File: config.mk
export PLATFORM = sky130hd
export DESIGN_NAME = result_write_arbiter
export DESIGN_NICKNAME = d
export VERILOG_FILES = /design/src/rtl/result_write_arbiter.sv
export SDC_FILE = /design/constraint.sdc
export NUM_CORES = 1
export LEC_CHECK = 0
export BUFFER_PORTS_ARGS = -buffer_cell sky130_fd_sc_hd__buf_2
export CAP_MARGIN = 0
export CORE_MARGIN = 1
export CORE_UTILIZATION = 24
export CTS_CLUSTER_SIZE = 20
export DETAILED_ROUTE_END_ITERATION = 8
export PLACE_DENSITY = 0.47
export SYNTH_ARGS = -nofsm -noshare
export SYNTH_HDL_FRONTEND = slang
export SYNTH_SLANG_ARGS = --single-unit
File: constraint.sdc
create_clock -name clk_iCLK -period 4.6 [get_ports clk_iCLK]
set_input_delay 0.23 -clock clk_iCLK [delete_from_list [all_inputs] [get_ports clk_iCLK]]
set_output_delay 0.23 -clock clk_iCLK [all_outputs]
set_load 0.02 [all_outputs]
File: src/rtl/result_write_arbiter.sv
// rtl/result_write_arbiter.sv - round-robin collector of engine results into frame-RAM writes
// One transaction per engine: ACK (grant pulse), CAP (bus sampled), WR (write strobe).
module result_write_arbiter #(
    parameter int NUM_PROC = 12,
    parameter int H_RES    = 640,
    parameter int V_RES    = 480
) (
    input  logic                clk_iCLK,
    input  logic                iRST_N,
    input  logic [NUM_PROC-1:0] engine_req,
    output logic [NUM_PROC-1:0] req_ack,
    input  logic [26:0]         result_word,
    output logic                wr_en,
    output logic [18:0]         wr_addr,
    output logic [7:0]          wr_data,
    output logic [18:0]         pixel_count,
    output logic                frame_done,
    output logic                range_err
);

    localparam int          IW           = (NUM_PROC > 1) ? $clog2(NUM_PROC) : 1;
    localparam logic [18:0] FRAME_PIXELS = 19'(H_RES * V_RES);

    typedef enum logic [1:0] {IDLE, ACK, CAP, WR} state_t;

    state_t              r_state;
    logic [IW-1:0]       r_last;
    logic                r_wrap_pend;

    logic [NUM_PROC-1:0] w_elig;
    logic [NUM_PROC-1:0] w_grant;
    logic [IW-1:0]       w_idx;
    logic [IW-1:0]       w_win;
    logic                w_found;
    logic [9:0]          w_x;
    logic [8:0]          w_y;
    logic                w_in_range;
    logic [18:0]         w_addr;
    logic [18:0]         w_pix_next;

    assign w_x        = result_word[26:17];
    assign w_y        = result_word[16:8];
    assign w_in_range = (32'(w_x) < 32'(H_RES)) && (32'(w_y) < 32'(V_RES));
    assign w_addr     = 19'(w_x) + 19'(w_y) * 19'(H_RES);
    assign w_pix_next = pixel_count + 19'd1;
    assign w_grant    = NUM_PROC'(1) << w_win;

    // Search starts one past the last grant; the engine just served is skipped while in WR.
    always_comb begin
        w_elig  = engine_req;
        w_found = 1'b0;
        w_win   = '0;
        w_idx   = '0;
        if (r_state == WR) begin
            w_elig[r_last] = 1'b0;
        end
        for (int k = 1; k <= NUM_PROC; k++) begin
            w_idx = IW'((32'(r_last) + 32'(k)) % 32'(NUM_PROC));
            if (!w_found && w_elig[w_idx]) begin
                w_found = 1'b1;
                w_win   = w_idx;
            end
        end
    end

    always_ff @(posedge clk_iCLK) begin
        if (!iRST_N) begin
            r_state     <= IDLE;
            r_last      <= IW'(NUM_PROC - 1);
            r_wrap_pend <= 1'b0;
            req_ack     <= '0;
            wr_en       <= 1'b0;
            wr_addr     <= '0;
            wr_data     <= '0;
            pixel_count <= '0;
            frame_done  <= 1'b0;
            range_err   <= 1'b0;
        end else begin
            frame_done  <= r_wrap_pend;
            r_wrap_pend <= 1'b0;
            case (r_state)
                IDLE: begin
                    if (w_found) begin
                        req_ack <= w_grant;
                        r_last  <= w_win;
                        r_state <= ACK;
                    end
                end
                ACK: begin
                    req_ack <= '0;
                    r_state <= CAP;
                end
                CAP: begin
                    r_state <= WR;
                    if (w_in_range) begin
                        wr_en   <= 1'b1;
                        wr_addr <= w_addr;
                        wr_data <= result_word[7:0];
                        if (w_pix_next == FRAME_PIXELS) begin
                            pixel_count <= '0;
                            r_wrap_pend <= 1'b1;
                        end else begin
                            pixel_count <= w_pix_next;
                        end
                    end else begin
                        range_err <= 1'b1;
                    end
                end
                WR: begin
                    wr_en <= 1'b0;
                    if (w_found) begin
                        req_ack <= w_grant;
                        r_last  <= w_win;
                        r_state <= ACK;
                    end else begin
                        r_state <= IDLE;
                    end
                end
                default: r_state <= IDLE;
            endcase
        end
    end

endmodule

Word level (Yosys, flattened, before mapping) --
Index checks and enable logic that the tools add are counted.
Word-level totals: word-level logic and storage cells 158, output and inout port bits 61, flip-flop bits (word level) 68, input bits 41
Operators by class: $mul 1, mux-type cells 60, divide/modulo/power cells 12, add/sub/neg operators 14, bitwise logic cells 3, equal/unequal tests 7, shift operators 1, reductions and logical operators 34, $lt $le $gt $ge 16
Operators with widths (number):
- remainder unit 32 x 4 -> 32 bit, second input constant | 12
- less-than comparator 4 x 5 -> 1 bit, second input constant | 13
- binary-select mux 1 bit (select 4 bit) | 12
- two-way mux 4 bit | 12
- two-way mux 1 bit | 28
- adder 4 x 4 -> 5 bit, second input constant | 5
- two-way mux 12 bit | 2
- case mux 12 bit (2 select lines) | 1
- adder 4 x 3 -> 5 bit, second input constant | 4
- adder 10 x 19 -> 19 bit | 1
- adder 19 x 1 -> 19 bit, second input constant | 1
- equality test 19 bit, second input constant | 1
- two-way mux 19 bit | 1
- logical AND 1 bit | 13
- AND 12 bit | 1
- multiplier 9 x 3 -> 12 bit, second input constant | 1
- NOT 12 bit | 1
- << shifter 1 x 4 -> 12 bit, first input constant | 1
- logical NOT 1 bit | 11
- adder 4 x 2 -> 5 bit, second input constant | 2
- less-than comparator 10 bit, second input constant | 1
- AND reduction 2 bit | 5
- less-than comparator 9 bit, second input constant | 1
- case mux 2 bit (4 select lines) | 1
- other kinds (14) | 17

Depth between registers and ports, before layout --
Gate-level depths: netlist of the first run.
depth in word-level cells 46, mapped depth 20, gate-level depth less buffers 17

Least setup slack after synthesis of the first run --
Ideal clock, no wire load.
path kind reg-to-reg, start register r_last[0], end register req_ack[0], slack 0.320 ns, required time 4.513 ns, cell stages (with the launch flop) 20, setup time 0.087 ns, data arrival time 4.192 ns, path buffers 4, cell sequence dfxtp_1 buf_4 inv_2 ha_1 buf_2 nor2b_1 ha_1 nand2b_1 or3_1 a31oi_2 xnor2_1 or3_1 buf_2 and3_4 and4_4 buf_6 a31o_4 or2_4 or3_4 o31ai_1
Between the ends: cells in the longest elaborated chain, start to end 46, elaborated cells between the ends (all ways) 107
RTL lines:
- start: declaration | RTL line 27 | logic [IW-1:0] r_last;
- start signal: assignment | RTL line 69 | r_last <= IW'(NUM_PROC - 1);
- start signal: assignment | RTL line 85 | r_last <= w_win;
- start signal: assignment | RTL line 113 | r_last <= w_win;
- parallel branches: the longest is 46 deep, another holds remainder unit 32 x 4 -> 32 bit
- end signal: assignment | RTL line 84 | req_ack <= w_grant;
- end signal: assignment | RTL line 112 | req_ack <= w_grant;
- end: declaration | RTL line 11 | output logic [NUM_PROC-1:0] req_ack,
Several ways; the timed one is not identified. The select of a mux whose other input is x is not followed. A chain may end at the register's enable or synchronous reset.

Worst setup path in the final report of the first run --
start register r_last[1], end register req_ack[5]
Same word-level chain as after synthesis.

==> metrics.yaml, run 1 <==
die_area_sq_mm: 0.0267
power_uw: 6490
core_area_sq_mm: 0.0254
synth_cell_type_count: 84
synth_seq_cells: 68
drt_iter0_markers: 287
cp_max_fo: 10
drv_cap: 0
clk_pin_slew_worst_paths_ns: 0.06
antenna_cells: 0
crit_chain: "inv_2, ha_1, a21oi_4, xnor2_1, inv_2, ha_1, nor4bb_1, mux2i_1, a32oi_2, buf_4, nor2b_1, mux2i_4, a21oi_1, o21ai_0, a311o_1, and2_1, a221o_1, a32o_1"
synth_warnings: 0
synth_nets: 900
relSlewSlack_pct: 53.4
powerDensity_mw_per_mm2: 840
cpPeakStageDelay_ns: 0.39
dp_slack_ns: -0.00506
overflow: 0
ir_worst_vdd_mv: 0.334
final_area_sq_mm: 0.00772
clkLatencyLatePin_ns: 0.33
hold_buffers: 0
setup_viol: 0
worstPathArrival_ns: 4.53
path_class: "reg2reg"
gr-usage-met2_pct: 24.9
ant_nets: 0
hpwl_mm: 15.1
hold_path.class: "in2reg"
io_pins: 102
synth_seq_area_share_pct: 21.8
fin_crit_ns: 4.32
grt_first_pass_wirelength_mm: 31.5
post-route-drc-count: 0
fillers: 2789
cts_inserted_buffers: 9
period_share_pct: 93.9
root_buffer: "clkbuf_16"
cts_tree: "done"
cts.sinks: 68
synth.largest_area_cell: "dfxtp_1"
die_w_um: 163
crit_path_end_kind: "flop"
outcome: "completed"
grt_usage_pct: 14.7
rows: 58
async_reset_ff_share_pct: 0
grt_pass1_vias: 6113
io_buffers: 101
multi_input_area_sq_mm: 0.00464
synth_top_area_share_pct: 21.8
crit_slowest_cell: "a311o_1"
dr.pass1.iters: 5
maxSlewViolCount: 0
synth_edf_count: 0
drive_above_1_share_pct: 23.6
synth.area.top_cells: "dfxtp_1, ha_1, nand2_1"
yosys_most_used_dff: "dfxtp_1"
grt_start_max_net_pins: 51
critPathLaunchType: "flop"
netlist_instances: 801
place_congestion: 0.874
cts_buffer_depth: 2
gr-max-usage-layer: "met2"
setup_ws_ns: 0.280
nets: 1017
avgSynthCellArea_sq_um: 7.81
vias: 6198
syn_area_sq_mm: 0.00626
postPlaceCellArea_sq_mm: 0.00732
final.setup_skew_ns: 0.00833
cp.required_ns: 4.81
vias_per_cell: 4.95
max_freq_ghz: 0.231
start_util_pct: 24.6
final_cell_mix: "nand2_1, buf_2, a21oi_1"
tightest_slew_ns: 0.688
antenna_found_initial: 0
synthToLayoutAreaGrowth_pct: 23.3
r2r_slack_ns: 0.28
hold_violations: 0
whs_ns: 0.136
wl_per_cell_um: 15.3
wirelength_mm: 19.2
htree_levels: 3
grtUsageMet1_pct: 18.3
p_leak_uw: 0.00321
grt_util_met3_pct: 3.48
register_area_sq_mm: 0.00136
die-height_um: 163
[worst paths after layout]
| path | from | to | cells past startpoint |
|---|---|---|---|
| setup / recovery | r_last[1]$_SDFFE_PN1P_ | req_ack[5]$_SDFFE_PN0P_ | 18 |
| setup reg to reg | r_last[1]$_SDFFE_PN1P_ | req_ack[5]$_SDFFE_PN0P_ | 18 |
| hold / removal | result_word[20] | wr_addr[3]$_SDFFE_PN0P_ | 3 |
| hold reg to reg | r_wrap_pend$_SDFF_PN0_ | frame_done$_SDFF_PN0_ | 1 |
[kinds of logic after synthesis]
logic type	count (synthesis)	share of synthesized area (%)
multiplexers	24	5.94
adder cells (fa/ha/maj)	58	11.8
AO/OA/AOI/OAI	218	23.3
flip-flops	68	21.8
buffers and inverters	76	4.94
XOR/XNOR	39	5.94
AND/OR/NAND/NOR	318	26.3
[area by class of cell]
cell class                      count  area share (%)
Clock buffer                       13            3.37
Clock inverter                      3           0.892
Inverter                           38            1.85
Multi-Input combinational cell    657            60.1
Sequential cell                    68            17.7
Tap cell                          330            5.35
Timing Repair Buffer              144            10.7
[where the power goes]
part | total (uW) | switching (uW) | leakage [uW] | internal, uW
logic | 4980 | 2950 | 0.00250 | 2030
clock network | 766 | 260 | 0.000160 | 506
registers | 739 | 60.0 | 0.000552 | 679
total | 6490 | 3270 | 0.00321 | 3210
[cells in the mapped netlist (all sizes together), types with 4 or more instances]
cell and number:
nor2b 18, o31ai 8, xnor2 30, mux4 10
clkbuf 26, a21oi 75, a31o 4, dfxtp 68
nand3 28, nor3 19, or3 9, a32oi 4
nor3b 11, inv 38, and3 11, o211ai 5
or3b 5, nand2b 9, a32o 8, nand4 12
nor4 9, mux2i 12, nor2 48, xor2 8
and2 17, a31oi 13, a21o 11, o21bai 5
o21ai 34, or2 6, buf 12, o21a 4
nand2 101, ha 56, a211oi 14
[state kept, by name, indices dropped and copies added (netlist names)]
signal       flops
r_state          2
req_ack         12
range_err        1
frame_done       1
r_last           4
wr_data          8
pixel_count     19
wr_en            1
wr_addr         19
r_wrap_pend      1
[worst max-delay path, delay by kind of cell (launching register included)]
family / cells / cell delay, ns
AOI/OAI and AO/OA: 7 / 1.78
muxes: 2 / 0.31
buffers and inverters: 3 / 0.31
and+or+nand+nor: 3 / 0.68
adders and majority gates: 2 / 0.55
xor gates and xnor gates: 1 / 0.18
DFF: 1 / 0.38
[what timing repair did]
action / CTS / global route
buffers inserted: 1 / 1
resized for setup: 1 / 14
pin swaps: 1 / 1
endpoints found under the setup margin: 8 / 15
[routing by layer]
layer | up-vias | wire length, um
met5 | - | 0
met4 | 0 | 450
met3 | 25 | 1080
met2 | 153 | 8870
met1 | 2855 | 8750
li1 | 3165 | -
[stage by stage]
step                utilization (%)  setup TNS [ns]  instances
floorplan                         -               0        801
global placement               28.8         -0.0722       1235
detailed placement             28.8         -0.0185       1235
CTS                            30.1               0       1252
global route                   30.4         -0.0790       1253
finish                         30.4               0       1253
Note: power is estimated with default switching activity, not from simulation.
==> inputs of run 2 (changes only) <==
- CTS_BUF_LIST: unset -> sky130_fd_sc_hd__clkbuf_8 sky130_fd_sc_hd__clkbuf_16
- PLACE_DENSITY: 0.47 -> unset
- PLACE_DENSITY_LB_ADDON: unset -> 0.2
==> run 2 against run 1 <==
Critical path depth decreased by 3; clock-buffer cell count fell by 4; first-iteration DRC count increased by 28%.
==> metrics.yaml, run 2 (same netlist as run 1, synthesis figures left out) <==
outcome: "completed"  # unchanged
endpoint: "req_ack[7]$_SDFFE_PN0P_"  # was req_ack[5]$_SDFFE_PN0P_
max_freq_ghz: 0.225  # was 0.231 GHz
crit_start: "r_last[2]$_SDFFE_PN0P_"  # was r_last[1]$_SDFFE_PN1P_
tightest_slew_ns: 0.664  # was 0.688 ns
nets: 1011  # was 1,017
final.setup_skew_ns: 0.00826  # was 0.00833 ns
drt_iter0_markers: 366  # was 287
path_class: "reg2reg"  # unchanged
vias_per_cell: 4.94  # was 4.95
antenna_cells: 0  # unchanged
vias: 6159  # was 6,198
die-height_um: 163  # unchanged
root_buffer: "clkbuf_16"  # unchanged
r2r-start: "r_last[2]$_SDFFE_PN0P_"  # was r_last[1]$_SDFFE_PN1P_
wl_per_cell_um: 15.4  # was 15.3 um
dr.pass1.iters: 7  # was 5
fin_crit_ns: 4.44  # was 4.32 ns
wirelength_mm: 19.2  # about the same
postPlaceCellArea_sq_mm: 0.00727  # was 0.00732 sq mm
cp.required_ns: 4.81  # about the same
crit_chain: "buf_4, ha_2, nor2b_1, ha_1, nand2b_1, or3_1, a31oi_2, xnor2_1, o21ai_1, nand4_1, nor2_1, a311o_1, and2_1, a221o_1, a32o_1"  # was inv_2, ha_1, a21oi_4, xnor2_1, inv_2, ha_1, nor4bb_1, mux2i_1, a32oi_2, buf_4, nor2b_1, mux2i_4, a21oi_1, o21ai_0, a311o_1, and2_1, a221o_1, a32o_1
setup_viol: 0  # unchanged
r2r_cells: 15  # was 18
drive_above_1_share_pct: 23.7  # was 23.6%
cts_inserted_buffers: 9  # unchanged
period_share_pct: 96.5  # was 93.9%
overflow: 0  # unchanged
grt_start_max_net_pins: 51  # unchanged
die_area_sq_mm: 0.0267  # unchanged
ant_nets: 0  # unchanged
final_cell_mix: "nand2_1, buf_2, a21oi_1"  # unchanged
crit_path_end_kind: "flop"  # unchanged
fillers: 2765  # was 2,789
htree_levels: 3  # unchanged
die_w_um: 163  # unchanged
ir_worst_vdd_mv: 0.435  # was 0.334 mV
top_regs: "pixel_count (19), wr_addr (19), req_ack (12)"  # unchanged
io_buffers: 101  # unchanged
final_area_sq_mm: 0.00766  # was 0.00772 sq mm
cpPeakStageDelay_ns: 0.45  # was 0.39 ns
crit_slowest_cell: "dfxtp_1"  # was a311o_1
whs_ns: 0.133  # was 0.136 ns
powerDensity_mw_per_mm2: 829  # was 840 mW/mm^2
r2r_end: "req_ack[7]$_SDFFE_PN0P_"  # was req_ack[5]$_SDFFE_PN0P_
clk_pin_slew_worst_paths_ns: 0.06  # about the same
rows: 58  # unchanged
post-route-drc-count: 0  # unchanged
grt_usage_pct: 14.5  # was 14.7%
core_area_sq_mm: 0.0254  # unchanged
worstPathArrival_ns: 4.65  # was 4.53 ns
antenna_found_initial: 0  # unchanged
io_pins: 102  # unchanged
hold_violations: 0  # unchanged
grt_pass1_vias: 5927  # was 6,113
clkLatencyLatePin_ns: 0.33  # about the same
critPathLaunchType: "flop"  # unchanged
cp_max_fo: 7  # was 10
grt_first_pass_wirelength_mm: 30.8  # was 31.5 mm
relSlewSlack_pct: 55.0  # was 53.4%
r2r_slack_ns: 0.16  # was 0.28 ns
hold_path.class: "in2reg"  # unchanged
cts_tree: "done"  # unchanged
maxSlewViolCount: 0  # unchanged
cts.sinks: 68  # unchanged
hold_buffers: 0  # unchanged
p_leak_uw: 0.00318  # was 0.00321 uW
cts_buffer_depth: 2  # unchanged
place_congestion: 0.858  # was 0.874
hpwl_mm: 14.9  # was 15.1 mm
synthToLayoutAreaGrowth_pct: 22.4  # was 23.3%
drv_cap: 0  # unchanged
start_util_pct: 24.6  # unchanged
-- run 2: cell types whose count changed in the layout (fill, tap and decap cells not counted), sizes merged --
cell,previous run,this run
buf,144,138
inv,38,39
bufinv,2,1
clkbuf,13,9
clkinv,1,4
-- run 2: repair_timing --
| action | CTS | global route |
|---|---|---|
| setup buffers | 0 | 3 |
| endpoints found under the setup margin | 0 | 15 |
| gates resized for setup | 0 | 20 |
-- run 2: report_power, final --
group | switching, uW | total [uW] | internal (uW) | leakage [uW]
sequential | 56.3 | 734 | 678 | 0.000551
clock | 256 | 668 | 412 | 0.000146
combinational | 2950 | 4940 | 2000 | 0.00248
-- run 2: through the flow --
stage / utilization [%] / TNS (ns) / cells / setup WS, ns / total power [uW]
6_report: 30.1 / 0 / 1246 / 0.163 / 6340
5_1_grt: 30.1 / -0.00158 / 1246 / -0.00141 / 6910
3_3_place_gp: 28.6 / 0 / 1228 / 0.0868 / 5520
4_1_cts: 29.7 / 0 / 1243 / 0.0980 / 6180
2_1_floorplan: - / 0 / 801 / 0.320 / 4200
3_5_place_dp: 28.6 / 0 / 1228 / 0.136 / 5480
-- run 2: how the worst min path moves through the flow --
stage	start	endpoint	depth (start not counted)
CTS	result_word[23]	wr_addr[6]$_SDFFE_PN0P_	3
floorplan	result_word[17]	wr_addr[0]$_SDFFE_PN0P_	2
detailed placement	r_wrap_pend$_SDFF_PN0_	frame_done$_SDFF_PN0_	1
global route	result_word[20]	wr_addr[3]$_SDFFE_PN0P_	3
global placement	r_wrap_pend$_SDFF_PN0_	frame_done$_SDFF_PN0_	1
finish	result_word[3]	wr_data[3]$_SDFFE_PN0P_	3
-- run 2: critical path, delay by kind of cell (launching register included) --
kind	cells	cell delay [ns]
AO/OA/AOI/OAI	5	1.46
buffers and inverters	1	0.24
XOR/XNOR	1	0.30
AND/OR/NAND/NOR	6	1.30
flip-flops	1	0.45
adder cells (fa/ha/maj)	2	0.55
-- run 2: layer usage --
layer / track usage [%] / share of wire [%] / up-vias
li1: - / - / 3153
met1: 18.6 / 47 / 2859
met2: 24.0 / 46 / 132
met3: 3.91 / 5.4 / 15
met4: 3.24 / 1.3 / 0
met5: 0 / 0 / -
-- run 2: area by class of cell --
type                       instances  area (sq um)  area share, %
clock buffer                       9           225           2.94
clock inverter                     6          57.6          0.752
inverter                          38           143           1.86
multi-input combinational        657          4670           61.0
sequential                        68          1360           17.8
tap                              330           413           5.39
timing repair buffer             138           783           10.2
